[src/rtl/tx_8b10b_encoder.sv]
// tx_8b10b_encoder
//   8b/10b line encoder feeding a 1-bit/clk serializer. A slot counter paces one
//   10-bit word every WORD_PERIOD cycles. The byte offered on the last cycle of a
//   slot is encoded with running disparity and held for the next slot. Empty slots
//   carry IDLE_K so the line always has a valid code.
// Ports
//   clk, rst        single clock, synchronous active-high reset
//   data_in[7:0]    byte HGF_EDCBA (bit 0 = A)
//   k_in            data_in is a control code
//   valid_in        data_in/k_in are offered
//   ready_out       byte is taken this cycle if valid_in (last cycle of the slot)
//   enc_out[9:0]    code word, bit 0 = 'a' (first on the line), order abcdei_fghj
//   word_strb       first cycle of a new enc_out
//   rd_out          running disparity after enc_out (1 = RD+)
//   code_err        with word_strb: an illegal K code was replaced by K28.5
module tx_8b10b_encoder #(
  parameter int unsigned WORD_PERIOD = 10,
  parameter logic [7:0]  IDLE_K      = 8'hBC
) (
  input  logic       clk,
  input  logic       rst,
  input  logic [7:0] data_in,
  input  logic       k_in,
  input  logic       valid_in,
  output logic       ready_out,
  output logic [9:0] enc_out,
  output logic       word_strb,
  output logic       rd_out,
  output logic       code_err
);

  localparam int unsigned    CW   = $clog2(WORD_PERIOD);
  localparam logic [CW-1:0]  LAST = CW'(WORD_PERIOD - 1);

  // 5b/6b RD- column, written abcdei with 'a' as the MSB.
  function automatic logic [5:0] f_6b(input logic [4:0] x);
    case (x)
      5'd0:  f_6b = 6'b100111;  5'd1:  f_6b = 6'b011101;
      5'd2:  f_6b = 6'b101101;  5'd3:  f_6b = 6'b110001;
      5'd4:  f_6b = 6'b110101;  5'd5:  f_6b = 6'b101001;
      5'd6:  f_6b = 6'b011001;  5'd7:  f_6b = 6'b111000;
      5'd8:  f_6b = 6'b111001;  5'd9:  f_6b = 6'b100101;
      5'd10: f_6b = 6'b010101;  5'd11: f_6b = 6'b110100;
      5'd12: f_6b = 6'b001101;  5'd13: f_6b = 6'b101100;
      5'd14: f_6b = 6'b011100;  5'd15: f_6b = 6'b010111;
      5'd16: f_6b = 6'b011011;  5'd17: f_6b = 6'b100011;
      5'd18: f_6b = 6'b010011;  5'd19: f_6b = 6'b110010;
      5'd20: f_6b = 6'b001011;  5'd21: f_6b = 6'b101010;
      5'd22: f_6b = 6'b011010;  5'd23: f_6b = 6'b111010;
      5'd24: f_6b = 6'b110011;  5'd25: f_6b = 6'b100110;
      5'd26: f_6b = 6'b010110;  5'd27: f_6b = 6'b110110;
      5'd28: f_6b = 6'b001110;  5'd29: f_6b = 6'b101110;
      5'd30: f_6b = 6'b011110;  default: f_6b = 6'b101011;
    endcase
  endfunction

  // 3b/4b RD- column for data (P7 in slot 7), fghj with 'f' as the MSB.
  function automatic logic [3:0] f_4b_d(input logic [2:0] y);
    case (y)
      3'd0: f_4b_d = 4'b1011;  3'd1: f_4b_d = 4'b1001;
      3'd2: f_4b_d = 4'b0101;  3'd3: f_4b_d = 4'b1100;
      3'd4: f_4b_d = 4'b1101;  3'd5: f_4b_d = 4'b1010;
      3'd6: f_4b_d = 4'b0110;  default: f_4b_d = 4'b1110;
    endcase
  endfunction

  // 3b/4b RD- column for control codes; RD+ is always the complement.
  function automatic logic [3:0] f_4b_k(input logic [2:0] y);
    case (y)
      3'd0: f_4b_k = 4'b1011;  3'd1: f_4b_k = 4'b0110;
      3'd2: f_4b_k = 4'b1010;  3'd3: f_4b_k = 4'b1100;
      3'd4: f_4b_k = 4'b1101;  3'd5: f_4b_k = 4'b0101;
      3'd6: f_4b_k = 4'b1001;  default: f_4b_k = 4'b0111;
    endcase
  endfunction

  logic [CW-1:0] r_cnt;
  logic [9:0]    r_enc;
  logic          r_rd, r_strb, r_err;

  logic       w_last, w_xfer, w_k, w_k_legal, w_err;
  logic [7:0] w_sym;
  logic [4:0] w_x;
  logic [2:0] w_y;
  logic [5:0] w_6m, w_6;
  logic [3:0] w_4m, w_4;
  logic       w_6unbal, w_4unbal, w_rd6, w_a7, w_rd_nxt;
  logic [9:0] w_seq, w_code;

  assign w_last    = (r_cnt == LAST);
  assign w_xfer    = valid_in & w_last;
  assign ready_out = w_last;

  always_comb begin
    w_sym = w_xfer ? data_in : IDLE_K;
    w_k   = w_xfer ? k_in    : 1'b1;
    w_k_legal = (w_sym[4:0] == 5'd28) ||
                ((w_sym[7:5] == 3'd7) && (w_sym[4:0] == 5'd23 || w_sym[4:0] == 5'd27 ||
                                           w_sym[4:0] == 5'd29 || w_sym[4:0] == 5'd30));
    w_err = w_k & ~w_k_legal;
    // an illegal K is sent as K28.5
    w_x   = w_err ? 5'd28 : w_sym[4:0];
    w_y   = w_err ? 3'd5  : w_sym[7:5];

    w_6m     = (w_k && w_x == 5'd28) ? 6'b001111 : f_6b(w_x);
    w_6unbal = ($countones(w_6m) != 3);
    // D.7 is balanced but still has a distinct RD+ form
    w_6      = (r_rd && (w_6unbal || (!w_k && w_x == 5'd7))) ? ~w_6m : w_6m;
    w_rd6    = r_rd ^ w_6unbal;

    // A7 avoids a run of five equal bits across the 6b/4b boundary
    w_a7 = w_rd6 ? (w_x == 5'd11 || w_x == 5'd13 || w_x == 5'd14)
                 : (w_x == 5'd17 || w_x == 5'd18 || w_x == 5'd20);
    if (w_k)                    w_4m = f_4b_k(w_y);
    else if (w_y == 3'd7 && w_a7) w_4m = 4'b0111;
    else                        w_4m = f_4b_d(w_y);
    w_4unbal = ($countones(w_4m) != 2);
    // D.x.3 and every K sub-block swap form at RD+ even when balanced
    w_4      = (w_rd6 && (w_k || w_4unbal || w_y == 3'd3)) ? ~w_4m : w_4m;
    w_rd_nxt = w_rd6 ^ w_4unbal;

    // tables hold 'a' at the MSB; the line wants 'a' at bit 0
    w_seq  = {w_6, w_4};
    w_code = '0;
    for (int i = 0; i < 10; i++) w_code[i] = w_seq[9-i];
  end

  always_ff @(posedge clk) begin
    if (rst) begin
      r_cnt  <= '0;
      r_enc  <= 10'h17C;
      r_rd   <= 1'b1;
      r_strb <= 1'b0;
      r_err  <= 1'b0;
    end else begin
      r_strb <= 1'b0;
      r_err  <= 1'b0;
      if (w_last) begin
        r_cnt  <= '0;
        r_enc  <= w_code;
        r_rd   <= w_rd_nxt;
        r_strb <= 1'b1;
        r_err  <= w_err;
      end else begin
        r_cnt <= r_cnt + 1'b1;
      end
    end
  end

  assign enc_out   = r_enc;
  assign rd_out    = r_rd;
  assign word_strb = r_strb;
  assign code_err  = r_err;

endmodule

[config.mk]
export PLATFORM = sky130hd
export DESIGN_NAME = tx_8b10b_encoder
export DESIGN_NICKNAME = d
export VERILOG_FILES = /design/src/rtl/tx_8b10b_encoder.sv
export SDC_FILE = /design/constraint.sdc
export NUM_CORES = 1
export LEC_CHECK = 0
export BUFFER_PORTS_ARGS = -buffer_cell sky130_fd_sc_hd__buf_2
export CORE_MARGIN = 2
export CORE_UTILIZATION = 62
export CTS_BUF_LIST = sky130_fd_sc_hd__clkbuf_16
export DETAILED_ROUTE_END_ITERATION = 8
export PLACE_DENSITY_LB_ADDON = 0.25
export SLEW_MARGIN = 20
export SYNTH_ARGS = -nofsm -noshare
export SYNTH_HDL_FRONTEND = slang
export SYNTH_SLANG_ARGS = --single-unit
[constraint.sdc]
create_clock -name clk -period 26.2 [get_ports clk]
set_input_delay 7.86 -clock clk [delete_from_list [all_inputs] [get_ports clk]]
set_output_delay 7.86 -clock clk [all_outputs]
set_load 0.02 [all_outputs]
==> flow_summary_export.csv, run 1 <==
group,metric,value,unit
global_routing,track_usage,0.276,
finish,drive_gt1_frac,0.164,
power,total_power,67.6,uW
place,dpl.hpwl,3.25,mm
timing,drv_slew,0,
timing,max_freq,67.5,MHz
worst_setup_path,worstPathArrival,14950,ps
timing,clock_skew,1.46,ps
power,ir_worst_vdd,0.0503,mV
min_path,min_path_type,"reg2reg",
timing,fin_crit,14820,ps
worst_setup_path,r2r_slack,18610,ps
synth,synth_area_leaders,"dfxtp_1 (19%), ha_1 (7.5%), nor2_1 (4.7%)",
finish,fillers,245,
timing,grt_setup_unrepaired,"no",
worst_setup_path,worst-path-stages,29,
finish,final_nets,284,
min_path,hp-start,"enc_out[4]$_SDFFE_PP1N_",
synth,synth_top_cell_area_share,0.186,
floorplan,dieArea,3400,um^2
synth,synth_area_leader_cell,"dfxtp_1",
clocking,cts.sinks,17,
clocking,cts-root-buf,"clkbuf_16",
global_routing,grt_max_degree,23,
worst_setup_path,reg2reg_from,"r_cnt[0]$_SDFF_PP0_",
synth,synth_cell_type_count,61,
worst_setup_path,worstReg2RegEnd,"rd_out$_SDFFE_PP1N_",
synth,synth.avg_cell_area,7.56,um^2
power,p_leak,0.000799,uW
route,viasPerCell,6.43,
timing,slew_headroom,0.657,
route,ant_nets,0,
worst_setup_path,r2r_cells,29,
synth,async_flop_share,0,
clocking,hold_buffers,0,
route,vias,1846,
clocking,clock_latency,250,ps
global_routing,antenna_found_initial,0,
clocking,clock_path_buffers,2,
clocking,ctsResizeCount,0,
synth,yosysMostFrequentCell,"nor2_1",
timing,worst_pin_slew,513,ps
route,drt-total-wl,4.36,mm
worst_setup_path,crit_path_start_kind,"primary input",
power,p_seq_frac,0.396,
floorplan,io_pins,26,
place,gp_routability_congestion,0.949,
power,switching_share,0.256,
power,p_sw,17.3,uW
clocking,htreeDepth,1,
place,io_buffer_count,25,
finish,num_antenna_cells,0,
place,dp.cells,283,
power,power_frac_comb,0.143,
route,wl_met2,2.05,mm
clocking,postCtsSetupRepairBufs,0,
timing,min_period_over_period,0.566,
route,routed.top_layer,"met4",
route,drt-initial-drc-count,112,
min_path,holdPathEnd,"enc_out[4]$_SDFFE_PP1N_",
worst_setup_path,max_stage_delay,530,ps
synth,synth_edf_count,0,
timing,hold_viol,0,
timing,setup_viol,0,
route,wl_met1,1.93,mm
min_path,holdPathStages,2,
timing,fin_tns_setup,0,ps
floorplan,die_w,58.3,um
power,p_int,50.3,uW
worst_setup_path,cp_num_buf_inv,3,
clocking,cts_tree,"yes",
global_routing,grt.overflow.total,0,
worst_setup_path,crit_type,"in2reg",
finish,area_delta_synth_final,9.77,%
synth,synthTopCellsByCount,"nor2_1 (23), nand2_1 (21), dfxtp_1 (17)",
clocking,cts.clk_slew.worst_paths,50,ps
route,dr_wl_met3,319,um
synth,synthesis.area,1830,um^2
floorplan,die_h,58.3,um
synth,synth-main-ff-cell,"dfxtp_1",
finish,fin_cells,287,
global_routing,grt_pass1_wl,7.40,mm
power,pwr-share-clk,0.461,
synth,yosysSeqAreaShare,0.186,
route,post_drt_wl_per_cell,15.2,um
worst_setup_path,critPathMaxFanout,22,
route,dr.pass1.iters,4,
global_routing,grt_pass1_vias,1660,
worst_setup_path,cp.required,26330,ps
outcome,status,"completed",
floorplan,rows,19,
floorplan,start_util,0.658,
worst_setup_path,cp_slowest_cell,"fa_1",
synth,syn-num-nets,269,
power,p_per_area,33.6,nW/um^2
route,drcViolationCount,0,
synth,ys_ff_latch,17,
synth,syn_inst,242,
clocking,cts_buffers,3,
worst_setup_path,crit_family,"adder cells",
floorplan,coreArea,2780,um^2
synth,ys_warn_count,0,
run,maxCapViolCount,0,
worst_setup_path,worst_setup_path_end_kind,"flop",
[worst max-delay path by stage]
stage | startpoint | to | slack (ps)
2_1_floorplan | data_in[1] | rd_out$_SDFFE_PP1N_ | 11920
3_3_place_gp | data_in[2] | enc_out[6]$_SDFFE_PP1N_ | 11310
3_5_place_dp | data_in[2] | enc_out[9]$_SDFFE_PP0N_ | 11210
4_1_cts | data_in[2] | enc_out[6]$_SDFFE_PP1N_ | 11420
5_1_grt | data_in[2] | enc_out[8]$_SDFFE_PP1N_ | 10810
6_report | data_in[2] | rd_out$_SDFFE_PP1N_ | 11380
[worst register-to-register path, delay by kind of cell, from the launching register on]
kind                     cells  cell delay (ps)
AO/OA/AOI/OAI                4              960
XOR/XNOR                     2              450
adder cells (fa/ha/maj)      9             2940
buffers and inverters        3              260
flip-flops                   1              370
AND/OR/NAND/NOR             11             2520
[routing by layer]
metal,up-vias,track usage
met4,0,0.0698
li1,911,-
met3,8,0.0505
met5,-,0
met2,76,0.454
met1,851,0.374
[layout by cell type, fill, tap and decap left out, drive strengths merged, types with 4 or more instances in the layout]
master,count
mux2i,4
ha,11
buf,25
a211oi,5
xor2,4
nand2b,4
nand2,21
nor4,7
nand3,5
a21oi,16
nor2,23
a31oi,4
o211ai,4
fa,4
o21ai,18
nor3,15
inv,14
dfxtp,17
[stage by stage]
| stage | utilization | hold slack, ps | worst slack (ps) | instance area [um^2] |
|---|---|---|---|---|
| floorplan | - | 463 | 11920 | 1830 |
| global placement | 0.693 | 439 | 11310 | 1930 |
| detailed placement | 0.693 | 445 | 11210 | 1930 |
| CTS | 0.722 | 454 | 11420 | 2010 |
| global route | 0.722 | 476 | 10810 | 2010 |
| finish | 0.722 | 449 | 11380 | 2010 |
[power groups by stage]
stage	logic, uW	clock network [uW]	registers (uW)
3_5_place_dp	9.45	0	27.3
2_1_floorplan	7.26	0	27.3
3_3_place_gp	9.31	0	27.3
4_1_cts	9.49	31.5	26.8
6_report	9.64	31.1	26.8
5_1_grt	10.6	32.8	26.8
[flip-flops by register name, summed over array words and instances, names as in the netlist]
name and cells:
rd_out 1, r_cnt 4, code_err 1, word_strb 1, enc_out 10
[logic make-up after synthesis]
kind of cell,share of synthesized area
simple gates,0.275
flops,0.186
mux,0.0342
fa+ha+maj,0.119
compound gates,0.280
xor+xnor,0.0376
buf+inv,0.0677
[layout make-up]
type                    count  area, um^2  share of cell area
well taps                  31        38.8              0.0193
repair buffers             25         125              0.0623
clock buffers               3        75.1              0.0374
clock inverters             1        7.51             0.00374
flip-flops and latches     17         340               0.169
inverters                  15        56.3              0.0280
multi-input cells         195        1370               0.680
No activity file was read; power rests on OpenSTA's default activity.
==> run 2, diff against run 1 <==
ABC_AREA = 1   (was not set)
CORE_UTILIZATION = 57   (was 62)
clock period = 14.1 ns   (was 26.2 ns; I/O delays follow)
==> run 2 against run 1 <==
  * Sequential power rose by 86%
  * Worst hold slack got worse by 3.4 ps
  * First-iteration DRC count fell by 20%
  * Combinational power fell by 26%
  * Synthesized cell count rose by 17%
  * Largest power group unchanged
  * Worst setup slack got worse by 8300 ps
==> flow_summary_export.csv, run 2 <==
group,metric,value,unit
outcome,status,"completed",
synth,ys_ff_latch,17,
synth,async_flop_share,0,
timing,fin_tns_setup,0,ps
worst_setup_path,cp_slowest_cell,"fa_1",
clocking,cts.clk_slew.worst_paths,50,ps
synth,synthesis.area,1730,um^2
clocking,hold_buffers,0,
route,viasPerCell,5.22,
place,io_buffer_count,25,
clocking,postCtsSetupRepairBufs,0,
global_routing,grt_pass1_wl,6.59,mm
finish,final_common_cell,"nand2_1",
worst_setup_path,cp.required,14240,ps
timing,drv_slew,0,
synth,yosys.area_share.simple,0.413,
synth,synthXorXnorAreaFrac,0.00506,
worst_setup_path,max_stage_delay,480,ps
worst_setup_path,r2r_cells,44,
finish,drive_gt1_frac,0.172,
synth,syn-num-nets,309,
worst_setup_path,critPathMaxFanout,18,
route,ant_nets,0,
timing,worst_pin_slew,764,ps
finish,num_antenna_cells,0,
clocking,htreeDepth,1,
place,dp.cells,338,
synth,ys_warn_count,0,
power,p_leak,0.00106,uW
route,drt-initial-drc-count,90,
place,pre_cts_ws,2840,ps
finish,largest_register_ffs,10,
timing,fin_ws,3080,ps
synth,synth_area_leaders,"dfxtp_1 (20%), nand2_1 (15%), inv_1 (9.3%)",
synth,synth_cell_type_count,33,
clocking,ctsResizeCount,0,
timing,fin_crit,11020,ps
timing,whs,446,ps
finish,fin_cells,342,
floorplan,coreArea,2980,um^2
floorplan,rows,20,
run,maxCapViolCount,0,
floorplan,dieArea,3500,um^2
synth,synth-compound-area-share,0.136,
timing,max_freq,90.7,MHz
global_routing,antenna_found_initial,0,
synth,synth_area_leader_cell,"dfxtp_1",
synth,synth_adder_area_share,0.126,
route,post_drt_wl_per_cell,11.1,um
clocking,cts_tree,"yes",
synth,yosysSeqAreaShare,0.197,
clocking,cts_buffers,3,
floorplan,io_pins,26,
clocking,cts.sinks,17,
worst_setup_path,critical_path.startpoint,"valid_in",
synth,synth-main-ff-cell,"dfxtp_1",
clocking,clock_path_buffers,2,
floorplan,die_h,59.1,um
min_path,min_path_type,"reg2reg",
min_path,hp-start,"enc_out[1]$_SDFFE_PP0N_",
timing,min_period_over_period,0.782,
worst_setup_path,crit_type,"in2reg",
route,drcViolationCount,0,
global_routing,grt_pass1_vias,1629,
clocking,clock_latency,240,ps
worst_setup_path,crit_path_start_kind,"primary input",
worst_setup_path,worstReg2RegEnd,"enc_out[6]$_SDFFE_PP1N_",
route,dr.pass1.iters,4,
synth,synth_top_family_by_area,"simple AND/OR/NAND/NOR gates",
timing,hold_viol,0,
worst_setup_path,reg2reg_from,"r_cnt[0]$_SDFF_PP0_",
synth,syn_inst,282,
timing,clock_skew,2.31,ps
global_routing,track_usage,0.240,
global_routing,grt_max_degree,19,
synth,synth_top_cell_area_share,0.197,
worst_setup_path,worst_setup_path_end_kind,"flop",
finish,final_cell_mix,"nand2_1 (70), inv_1 (43), nor2_1 (37), nand3_1 (26), buf_2 (25)",
worst_setup_path,r2r_slack,6490,ps
clocking,cts-root-buf,"clkbuf_16",
floorplan,start_util,0.582,
worst_setup_path,worstPathArrival,11160,ps
finish,final_nets,337,
power,ir_worst_vdd,0.0855,mV
timing,slew_headroom,0.489,
route,vias,1786,
synth,synth_edf_count,0,
global_routing,grt.overflow.total,0,
place,dpl.hpwl,3.09,mm
timing,grt_setup_unrepaired,"no",
finish,area_delta_synth_final,13.3,%
synth,synthTopCellsByCount,"nand2_1 (70), inv_1 (43), nor2_1 (37)",
synth,synth.avg_cell_area,6.14,um^2
place,gp_routability_congestion,0.870,
route,drt-total-wl,3.80,mm
timing,setup_viol,0,
worst_setup_path,crit_top_cell,"inv_1",
synth,yosysMostFrequentCell,"nand2_1",
floorplan,die_w,59.1,um
min_path,holdPathStages,2,
power,p_per_area,57.2,nW/um^2
synth,muxShareOfSynthArea,0,
min_path,holdPathEnd,"enc_out[1]$_SDFFE_PP0N_",
==> run 2: per-layer routing <==
layer,up-vias,share of wire,global-route usage
li1,949,-,-
met1,799,0.46,0.288
met2,38,0.50,0.451
met3,0,0.035,0.0459
met4,0,0,0.0292
met5,-,0,0
==> run 2: worst max-delay path, delay by kind of cell <==
kind	cells	cell delay [ps]
AO/OA/AOI/OAI	2	540
AND/OR/NAND/NOR	22	2530
adder cells (fa/ha/maj)	8	2720
buffers and inverters	12	1110
==> run 2: area by class of cell <==
cell class                      instances  area, um^2
Clock buffer                            3        75.1
Clock inverter                          1        5.00
Fill cell                             305        1020
Inverter                               53         199
Multi-Input combinational cell        210        1180
Sequential cell                        17         340
Tap cell                               33        41.3
Timing Repair Buffer                   25         125
==> run 2: worst max-delay path by stage <==
stage | end | slack [ps] | cells after the start
2_1_floorplan | enc_out[6]$_SDFFE_PP1N_ | 3800 | 45
4_1_cts | enc_out[6]$_SDFFE_PP1N_ | 3070 | 44
3_5_place_dp | enc_out[6]$_SDFFE_PP1N_ | 2840 | 44
5_1_grt | enc_out[6]$_SDFFE_PP1N_ | 2440 | 44
3_3_place_gp | enc_out[6]$_SDFFE_PP1N_ | 3000 | 44
6_report | enc_out[6]$_SDFFE_PP1N_ | 3080 | 44
==> run 2: power by group <==
part	internal (uW)	switching (uW)
registers	49.0	0.881
logic	2.64	4.45
clock network	37.9	17.4
==> run 2: logic make-up after synthesis <==
kind of cell    Yosys count
compound gates           40
xor+xnor                  1
buf+inv                  55
simple gates            154
flops                    17
fa+ha+maj                15
==> run 2: stage by stage <==
| stage | util | area (um^2) | power [uW] |
|---|---|---|---|
| after detailed placement | 0.632 | 1880 | 57.9 |
| after floorplan | - | 1730 | 54.6 |
| after global routing | 0.659 | 1960 | 117 |
| final | 0.659 | 1960 | 112 |
| after CTS | 0.659 | 1960 | 114 |
| after global placement | 0.632 | 1880 | 57.8 |
